--- config.mk ---
export PLATFORM = sky130hd
export DESIGN_NAME = ps2_host_tx
export DESIGN_NICKNAME = d
export VERILOG_FILES = /design/src/rtl/ps2_host_tx.sv
export SDC_FILE = /design/constraint.sdc
export NUM_CORES = 1
export LEC_CHECK = 0
export CORE_MARGIN = 2
export CORE_UTILIZATION = 55
export DETAILED_ROUTE_END_ITERATION = 8
export GPL_TIMING_DRIVEN = 0
export PLACE_DENSITY = 0.74
export SYNTH_ARGS = -nofsm -noshare
export SYNTH_HDL_FRONTEND = slang
export SYNTH_SLANG_ARGS = --single-unit
--- constraint.sdc ---
create_clock -name clk -period 2.2 [get_ports clk]
set_input_delay 0.44 -clock clk [delete_from_list [all_inputs] [get_ports clk]]
set_output_delay 0.44 -clock clk [all_outputs]
set_load 0.03 [all_outputs]
--- src/rtl/ps2_host_tx.sv ---
// ps2_host_tx: PS/2 host-to-device command transmitter.
// Drives the open-drain kclk/kdata pads through output enables, clocks one
// byte + odd parity + stop out on device clock falling edges, checks the ACK.
// Optional build macro PS2_TX_LINE_CHECK_EN: compare the data pad with the
// driven bit on each device clock rising edge and abort on contention.
module ps2_host_tx #(
    parameter int CLK_FREQ_HZ = 100_000_000,
    parameter int INHIBIT_US  = 100,
    parameter int TIMEOUT_US  = 2000,
    parameter int FILTER_LEN  = 8
) (
    input  logic       clk,
    input  logic       rst,
    input  logic [7:0] tx_data,
    input  logic       tx_valid,
    output logic       tx_ready,
    input  logic       kclk_in,
    input  logic       kdata_in,
    output logic       kclk_oe,
    output logic       kdata_oe,
    output logic       busy,
    output logic       done,
    output logic       err,
    output logic [1:0] err_code
);
    // Cycle counts are computed in 64 bits so large clock/time products do not overflow.
    localparam longint INH_CYC = (longint'(INHIBIT_US) * longint'(CLK_FREQ_HZ)) / 64'sd1_000_000;
    localparam longint TO_CYC  = (longint'(TIMEOUT_US) * longint'(CLK_FREQ_HZ)) / 64'sd1_000_000;
    localparam int INH_W = $clog2(INH_CYC + 1);
    localparam int TO_W  = $clog2(TO_CYC + 1);
    localparam int FLT_W = $clog2(FILTER_LEN + 1);
    localparam logic [INH_W-1:0] INH_LAST  = INH_W'(INH_CYC - 1);
    localparam logic [INH_W-1:0] INH_START = INH_W'(INH_CYC - 2);
    localparam logic [TO_W-1:0]  TO_LAST   = TO_W'(TO_CYC - 1);
    localparam logic [FLT_W-1:0] FLT_LAST  = FLT_W'(FILTER_LEN - 1);

    localparam logic [2:0] IDLE      = 3'd0;
    localparam logic [2:0] INHIBIT   = 3'd1;
    localparam logic [2:0] REQ       = 3'd2;
    localparam logic [2:0] DATA      = 3'd3;
    localparam logic [2:0] ACK       = 3'd4;
    localparam logic [2:0] WAIT_IDLE = 3'd5;

    logic [2:0]       state;
    logic [9:0]       frame;      // {stop, parity, data}, shifted out LSB first
    logic [3:0]       bit_idx;    // falling edges seen in this transfer
    logic [INH_W-1:0] inh_cnt;
    logic [TO_W-1:0]  to_cnt;

    // index 0 = clock pad, index 1 = data pad
    logic [1:0]       s1, s2, filt, filt_d;
    logic [FLT_W-1:0] fcnt [2];
    logic             fall, active;
    logic             abort_req;
    logic [1:0]       abort_code;

    // Synchronize both pads, then accept a new level only after FILTER_LEN equal samples.
    always_ff @(posedge clk) begin
        if (rst) begin
            s1      <= 2'b11;
            s2      <= 2'b11;
            filt    <= 2'b11;
            filt_d  <= 2'b11;
            fcnt[0] <= '0;
            fcnt[1] <= '0;
        end else begin
            s1     <= {kdata_in, kclk_in};
            s2     <= s1;
            filt_d <= filt;
            for (int i = 0; i < 2; i++) begin
                if (s2[i] == filt[i]) begin
                    fcnt[i] <= '0;
                end else if (fcnt[i] == FLT_LAST) begin
                    filt[i] <= s2[i];
                    fcnt[i] <= '0;
                end else begin
                    fcnt[i] <= fcnt[i] + FLT_W'(1);
                end
            end
        end
    end

    assign fall     = filt_d[0] & ~filt[0];
    assign active   = (state == REQ) | (state == DATA) | (state == ACK) | (state == WAIT_IDLE);
    assign tx_ready = (state == IDLE);
    assign busy     = (state != IDLE);

`ifdef PS2_TX_LINE_CHECK_EN
    logic rise;
    assign rise = ~filt_d[0] & filt[0];
`endif

    // Abort decisions: timeout, line contention (optional), missing ACK.
    always_comb begin
        abort_req  = 1'b0;
        abort_code = 2'b00;
        if (active && !fall && to_cnt == TO_LAST) begin
            abort_req  = 1'b1;
            abort_code = 2'b01;
`ifdef PS2_TX_LINE_CHECK_EN
        // synchronized pad should read the driven bit (~kdata_oe) while the device clock is high
        end else if (state == DATA && rise && s2[1] == kdata_oe) begin
            abort_req  = 1'b1;
            abort_code = 2'b11;
`endif
        end else if (state == ACK && fall && filt[1]) begin
            abort_req  = 1'b1;
            abort_code = 2'b10;
        end
    end

    // Transfer sequencer: inhibit, request-to-send, bit shifting, ACK, bus-idle wait.
    always_ff @(posedge clk) begin
        if (rst) begin
            state    <= IDLE;
            frame    <= '0;
            bit_idx  <= '0;
            inh_cnt  <= '0;
            to_cnt   <= '0;
            kclk_oe  <= 1'b0;
            kdata_oe <= 1'b0;
            done     <= 1'b0;
            err      <= 1'b0;
            err_code <= 2'b00;
        end else begin
            done <= 1'b0;
            err  <= 1'b0;
            if (active)
                to_cnt <= fall ? '0 : to_cnt + TO_W'(1);
            if (abort_req) begin
                state    <= IDLE;
                kclk_oe  <= 1'b0;
                kdata_oe <= 1'b0;
                err      <= 1'b1;
                err_code <= abort_code;
            end else begin
                case (state)
                    IDLE: if (tx_valid) begin
                        frame   <= {1'b1, ~^tx_data, tx_data};
                        bit_idx <= '0;
                        inh_cnt <= '0;
                        to_cnt  <= '0;
                        kclk_oe <= 1'b1;
                        state   <= INHIBIT;
                    end
                    INHIBIT: begin
                        inh_cnt <= inh_cnt + INH_W'(1);
                        // start bit goes low in the final inhibit cycle
                        if (inh_cnt == INH_START)
                            kdata_oe <= 1'b1;
                        if (inh_cnt == INH_LAST) begin
                            kclk_oe  <= 1'b0;
                            kdata_oe <= 1'b1;
                            state    <= REQ;
                        end
                    end
                    REQ, DATA: if (fall) begin
                        kdata_oe <= ~frame[0];
                        frame    <= {1'b1, frame[9:1]};
                        bit_idx  <= bit_idx + 4'd1;
                        if (state == REQ)
                            state <= DATA;
                        else if (bit_idx == 4'd9)
                            state <= ACK;     // stop bit just released
                    end
                    ACK: if (fall) begin
                        bit_idx <= 4'd11;
                        state   <= WAIT_IDLE;
                    end
                    WAIT_IDLE: if (filt[0] && filt[1]) begin
                        done  <= 1'b1;
                        state <= IDLE;
                    end
                    default: state <= IDLE;
                endcase
            end
        end
    end
endmodule

# After elaboration in Yosys (flattened, before gate mapping)

Memories as Yosys holds them, arrays and structs flattened.
Cells that the tools add are included.
W data, S select, Z words.

Output and inout port bits: 8
Register bits after elaboration: 62
Memories: 1
Word-level logic and storage cells: 146
Bits in writable memories: 8

Bitwise gates (word level): 16
Reduce and logical (&&, ||, !) cells: 24
Add/sub/neg operators: 5
Eq/ne operators: 20
Multiplexer cells: 65

Memory list:

| memory | words | width | read ports | clocked after Yosys merged registers in | wr ports | RTL line | RTL |
|---|---|---|---|---|---|---|---|
| fcnt   | 2     | 4     | 2          | 0                                       | 2        | 52       | `logic [FLT_W-1:0] fcnt [2];` |

Operators with widths:

| operator                | number |
|---|---|
| $mux W18                | 5 |
| $mux W4                 | 9 |
| $mux W1                 | 33 |
| $eq A14 B14 Y1 const B  | 2 |
| $pmux W14 S2            | 1 |
| $mux W3                 | 7 |
| $mux W10                | 2 |
| $pmux W10 S2            | 1 |
| $add A18 B1 Y18 const B | 1 |
| $eq A18 B18 Y1 const B  | 1 |
| $pmux W3 S5             | 1 |
| $add A14 B1 Y14 const B | 1 |
| $mux W14                | 1 |
| $add A4 B1 Y4 const B   | 3 |
| $pmux W4 S3             | 1 |
| $or A1 B1 Y1            | 9 |
| $reduce_and A3 Y1       | 3 |
| $eq A4 B3 Y1 const B    | 2 |
| $ne A2 B2 Y1 const B    | 4 |
| $reduce_xnor A8 Y1      | 1 |
| $eq A3 B2 Y1 const B    | 2 |
| $eq A3 B3 Y1 const B    | 2 |
| $ne A3 B3 Y1 const B    | 2 |
| $not A1 Y1              | 6 |
| 18 further kinds        | 30 |

# Depth between registers and ports, before layout

Word-level depth: 9
Gate-level depth with buffers: 7
Gate-level depth less buffers: 6

# Least setup slack after synthesis

Ideal clock, no wire load.

Kind: flip-flop to output port
Start: reg state[2]
End: out busy
Path buffers: 1
Arrival time: 1662 ps
Stages on the path, launching flop included: 4
Required time: 1760 ps
Path slack: 98 ps
Path through: dfxtp_1 > buf_2 > nor3_1 > inv_1

Cells in the longest elaborated chain, start to end: 1

RTL lines:

| what                     | RTL line | RTL |
|---|---|---|
| start: declaration       | 44       | `logic [2:0] state;` |
| start signal: assignment | 115      | `state <= IDLE;` |
| start signal: assignment | 131      | `state <= IDLE;` |
| start signal: assignment | 144      | `state <= INHIBIT;` |
| $reduce_bool A3 Y1       | 86       | `assign busy = (state != IDLE);` |
| end: declaration         | 21       | `output logic busy,` |

No other way between the ends.

# Worst setup path in the final report

Start: reg to_cnt[13]
End: reg done

Cells in the longest elaborated chain, start to end: 4

RTL lines:

| what                       | RTL line | RTL |
|---|---|---|
| start: declaration         | 48       | `logic [TO_W-1:0] to_cnt;` |
| start signal: assignment   | 129      | `to_cnt <= fall ? '0 : to_cnt + TO_W'(1);` |
| $eq A18 B18 Y1             | 97       | `if (active && !fall && to_cnt == TO_LAST) begin` |
| $logic_and A1 B1 Y1        | 97       |  |
| $mux W1                    | 97       |  |
| $reduce_or A3 Y1 (no line) | -        |  |
| end signal: assignment     | 122      | `done <= 1'b0;` |
| end signal: assignment     | 126      | `done <= 1'b0;` |
| end signal: assignment     | 171      | `done <= 1'b1;` |
| end: declaration           | 22       | `output logic done,` |

No other way between the ends.
A chain may end at the register's enable or synchronous reset.

==> impl_results.md <==
* H-tree depth at 3
* Synth cell types at between 50 and 60
* Initial DRC Count at approximately 210
* Cell Pwr Density at between 600 and 700 nW/um2
* Boundary pin count at 21
* CTS Buf Count at 9
* PortBufs at 19
* Number of global-route vias before repair at between 3000 and 4000
* Non-Filler Instances at between 500 and 600
* Total die area at between 7000 and 8000 um2
* HP Class: reg -> reg
* Yosys top cell area share at between 30% and 40%
* Post-Synthesis Cells at 418
* Aggregate routed wire length at ~8000 um
* Synth area leaders: dfxtp_1 34%, edfxtp_1 6.7%, a21oi_1 4.7%, nor2_1 3.9%, nand3_1 3.2%
* Max cap viols at 0
* Length of the first detailed-routing pass in iterations at 4
* Post-DP Area at 3930 um2
* Crit Path Class: reg -> reg
* Reg2Reg Setup Slack at about 85 ps
* Clock power frac at approximately 36%
* CTS tree: built
* Share of layout cells above drive strength 1 at about 8.1%
* Routed Antenna Nets at 0
* Sequential share of power at 54.7%
* # resized after CTS at 3
* Worst slew margin at between 60% and 70%
* First-pass GRT wire length at about 14000 um
* Cts hold-fix bufs at 0
* Die H at roughly 85 um
* Worst-Margin Slew at around 540 ps
* Synth async-reset ratio at 0%
* Largest net degree at the start of global routing at 12
* Hold EP: s2[1]$_SDFF_PP1_
* Slowest CP cell: or4_4
* Yosys reg bits at 70
* Nets@finish at around 480
* Worst hold start: s1[1]$_SDFF_PP1_
* Clock sinks at 70
* Crit share post-route at 96.1%
* Min Clock Period, post-route at 2110 ps
* Initial Utilization at 56.9%
* Post-CTS Setup Bufs at 0
* Unrepaired setup endpoints after global routing: false
* Initial antenna violation count at 0
* Fin. max-slew vios at 0
* Switching power at roughly 0.6 mW
* Final setup fails at 0
* Register area share after synthesis at 41.0%
* Clock Tree Root: clkbuf_8
* Hold depth at 1
* Sw frac at about 24%
* Critical-path cell list: or4b_1 -> or4_4 -> o31ai_4 -> nor4b_1
* DP HPWL at roughly 5600 um
* Terminus of the critical flop-to-flop path: done$_SDFF_PP0_
* Worst setup SP type: flop
* Fmax at approximately 470 MHz
* RD Place Congestion at about 0.86
* Combinational share of power at ~8.9%
* Design Area, Final at around 4100 um2
* CTS Buffer Depth at 2
* CP max FO at 7
* Req. time, crit path at approximately 2400 ps
* Peak VDD IR at between 0.4 and 0.5 mV
* Via count at about 3200
* Post-synth top flop: dfxtp_1
* Register-to-Register Path Depth at 4
* Worst r2r src: to_cnt[13]$_SDFF_PP0_
* Core box area at 6350 um2
* Total inserted antenna cells at 0
* P_int at about 1.9 mW
* Critical path's top delay family: simple AND/OR/NAND/NOR gates
* Clock transition at path regs at ~70 ps
* Fill count at between 500 and 600
* Clk_skew at 7.91 ps
* Gr usage total at ~24%
* Die Wd at between 80 and 90 um
* Ys Warns at 0
* Status: complete, no violations
* Clock Latency Late Sink at roughly 340 ps
* Area growth syn-to-layout at 14.0%
* Avg WL per Cell at roughly 15 um
* Row Count at 29
* Syn_area_per_cell at roughly 8.6 um2
* Delay of the slowest cell on the worst path at around 560 ps
* GRT Residual Overflow at 0
* Leakage at 1.42 nW
* DRC at 0
* Final-report hold violation count at 0
* Largest area contributor in the netlist: dfxtp_1
* Placed Cells at roughly 520
* Vias/cell at ~6.0
* Worst Path Buf+Inv at 0
* Crit. End Element: flop
* WP data arrival at 2320 ps
* Cell Area, Synth at 3610 um2
* Number of synthesized flops with an enable pin at 8
[worst max path at each step]
stage | endpoint | from | cells after the start | slack (ps)
6_report | done$_SDFF_PP0_ | to_cnt[13]$_SDFF_PP0_ | 4 | 90
5_1_grt | done$_SDFF_PP0_ | to_cnt[13]$_SDFF_PP0_ | 4 | 10
4_1_cts | frame[5]$_SDFFE_PP0P_ | tx_valid | 6 | 80
3_5_place_dp | frame[5]$_SDFFE_PP0P_ | tx_valid | 6 | -290
3_3_place_gp | frame[4]$_SDFFE_PP0P_ | tx_valid | 6 | -270
2_1_floorplan | busy | state[2]$_SDFFE_PP0P_ | 3 | 100
[layout by cell type (no fill, tap or decap), types with 4 or more instances in the layout]
cell / n
nand3_1: 22
inv_1: 6
and3_1: 6
a21oi_1: 34
nor2_1: 38
or3_1: 10
edfxtp_1: 8
nand2_1: 25
o21ai_0: 15
nor4_1: 8
ha_1: 7
mux2i_1: 9
conb_1: 8
a211oi_1: 9
nand4_1: 7
o211ai_1: 6
nor3_1: 13
o31ai_1: 6
nand2b_1: 4
clkdlybuf4s50_1: 17
or2_2: 6
a31oi_1: 9
dfxtp_1: 62
or4_1: 11
xor2_1: 6
clkbuf_2: 6
clkbuf_1: 20
nand3b_1: 4
xnor2_1: 13
clkbuf_8: 11
nand4b_1: 4
[cells by family (layout without fill, tap and decap cells)]
family | Yosys count | count (layout) | share of synthesized area [%]
AO/OA/AOI/OAI | 95 | 95 | 16.8
XOR/XNOR | 20 | 20 | 4.85
adder cells (fa/ha/maj) | 7 | 7 | 2.42
buffers and inverters | 35 | 68 | 3.84
flip-flops | 70 | 70 | 41.0
multiplexers | 9 | 9 | 2.49
other | 1 | 8 | 0.104
AND/OR/NAND/NOR | 181 | 181 | 28.4
[stage by stage]
step                utilization [%]  TNS [ps]  worst slack [ps]  hold WS, ps  power [mW]
detailed placement             61.8     -4200              -286          405        1.60
finish                         64.8         0              85.3          415        2.48
floorplan                         -         0              97.9          389        1.53
global route                   64.8         0              14.2          427        2.58
global placement               61.8     -3720              -267          399        1.60
CTS                            64.5         0              76.7          419        2.50
[routing by layer]
metal,track usage (%),wire length [um],vias up
li1,-,-,1616
met1,31.9,3900,1530
met2,38.4,3810,62
met3,6.32,271,16
met4,8.37,159,0
met5,0,0,-
[final cells by class]
class / instances / area [um2] / share of cell area (%)
timing repair buffer: 19 / 188 / 4.56
multi-input combinational: 320 / 2040 / 49.6
clock buffer: 12 / 155 / 3.77
tap: 77 / 96.3 / 2.34
sequential: 70 / 1480 / 36.0
clock inverter: 2 / 10.0 / 0.243
buffer: 28 / 119 / 2.89
inverter: 7 / 26.3 / 0.638
[state kept, by name, indices dropped and copies added, names as in the netlist, 3 cells and up]
signal and cells:
fcnt 8, frame 10, state 3, bit_idx 4, inh_cnt 14, to_cnt 18
[synth_stat cells (6+ instances only)]
cell	n
or4_1	11
nor4_1	8
xor2_1	7
a211oi_1	9
nand3_1	23
dfxtp_1	62
nor3_1	14
o21ai_0	15
or2_2	6
nand2_1	25
or3_1	10
o211ai_1	6
and3_1	6
edfxtp_1	8
inv_1	6
a31oi_1	9
ha_1	7
xnor2_1	13
nor2_1	38
mux2i_1	9
o31ai_1	6
nand4_1	7
a21oi_1	34
clkbuf_1	23
[worst register-to-register path, stage by stage, from the launching register on]
cell,delay (ps)
dfxtp_1,370
or4b_1,540
or4_4,560
o31ai_4,380
nor4b_1,140
[power groups by stage]
| stage | registers [mW] | logic (mW) | clock network (mW) |
|---|---|---|---|
| 2_1_floorplan | 1.38 | 0.145 | 0 |
| 3_3_place_gp | 1.38 | 0.216 | 0 |
| 3_5_place_dp | 1.38 | 0.221 | 0 |
| 4_1_cts | 1.36 | 0.220 | 0.921 |
| 5_1_grt | 1.36 | 0.249 | 0.969 |
| 6_report | 1.36 | 0.221 | 0.901 |
Note: power is estimated with default switching activity, not from simulation.
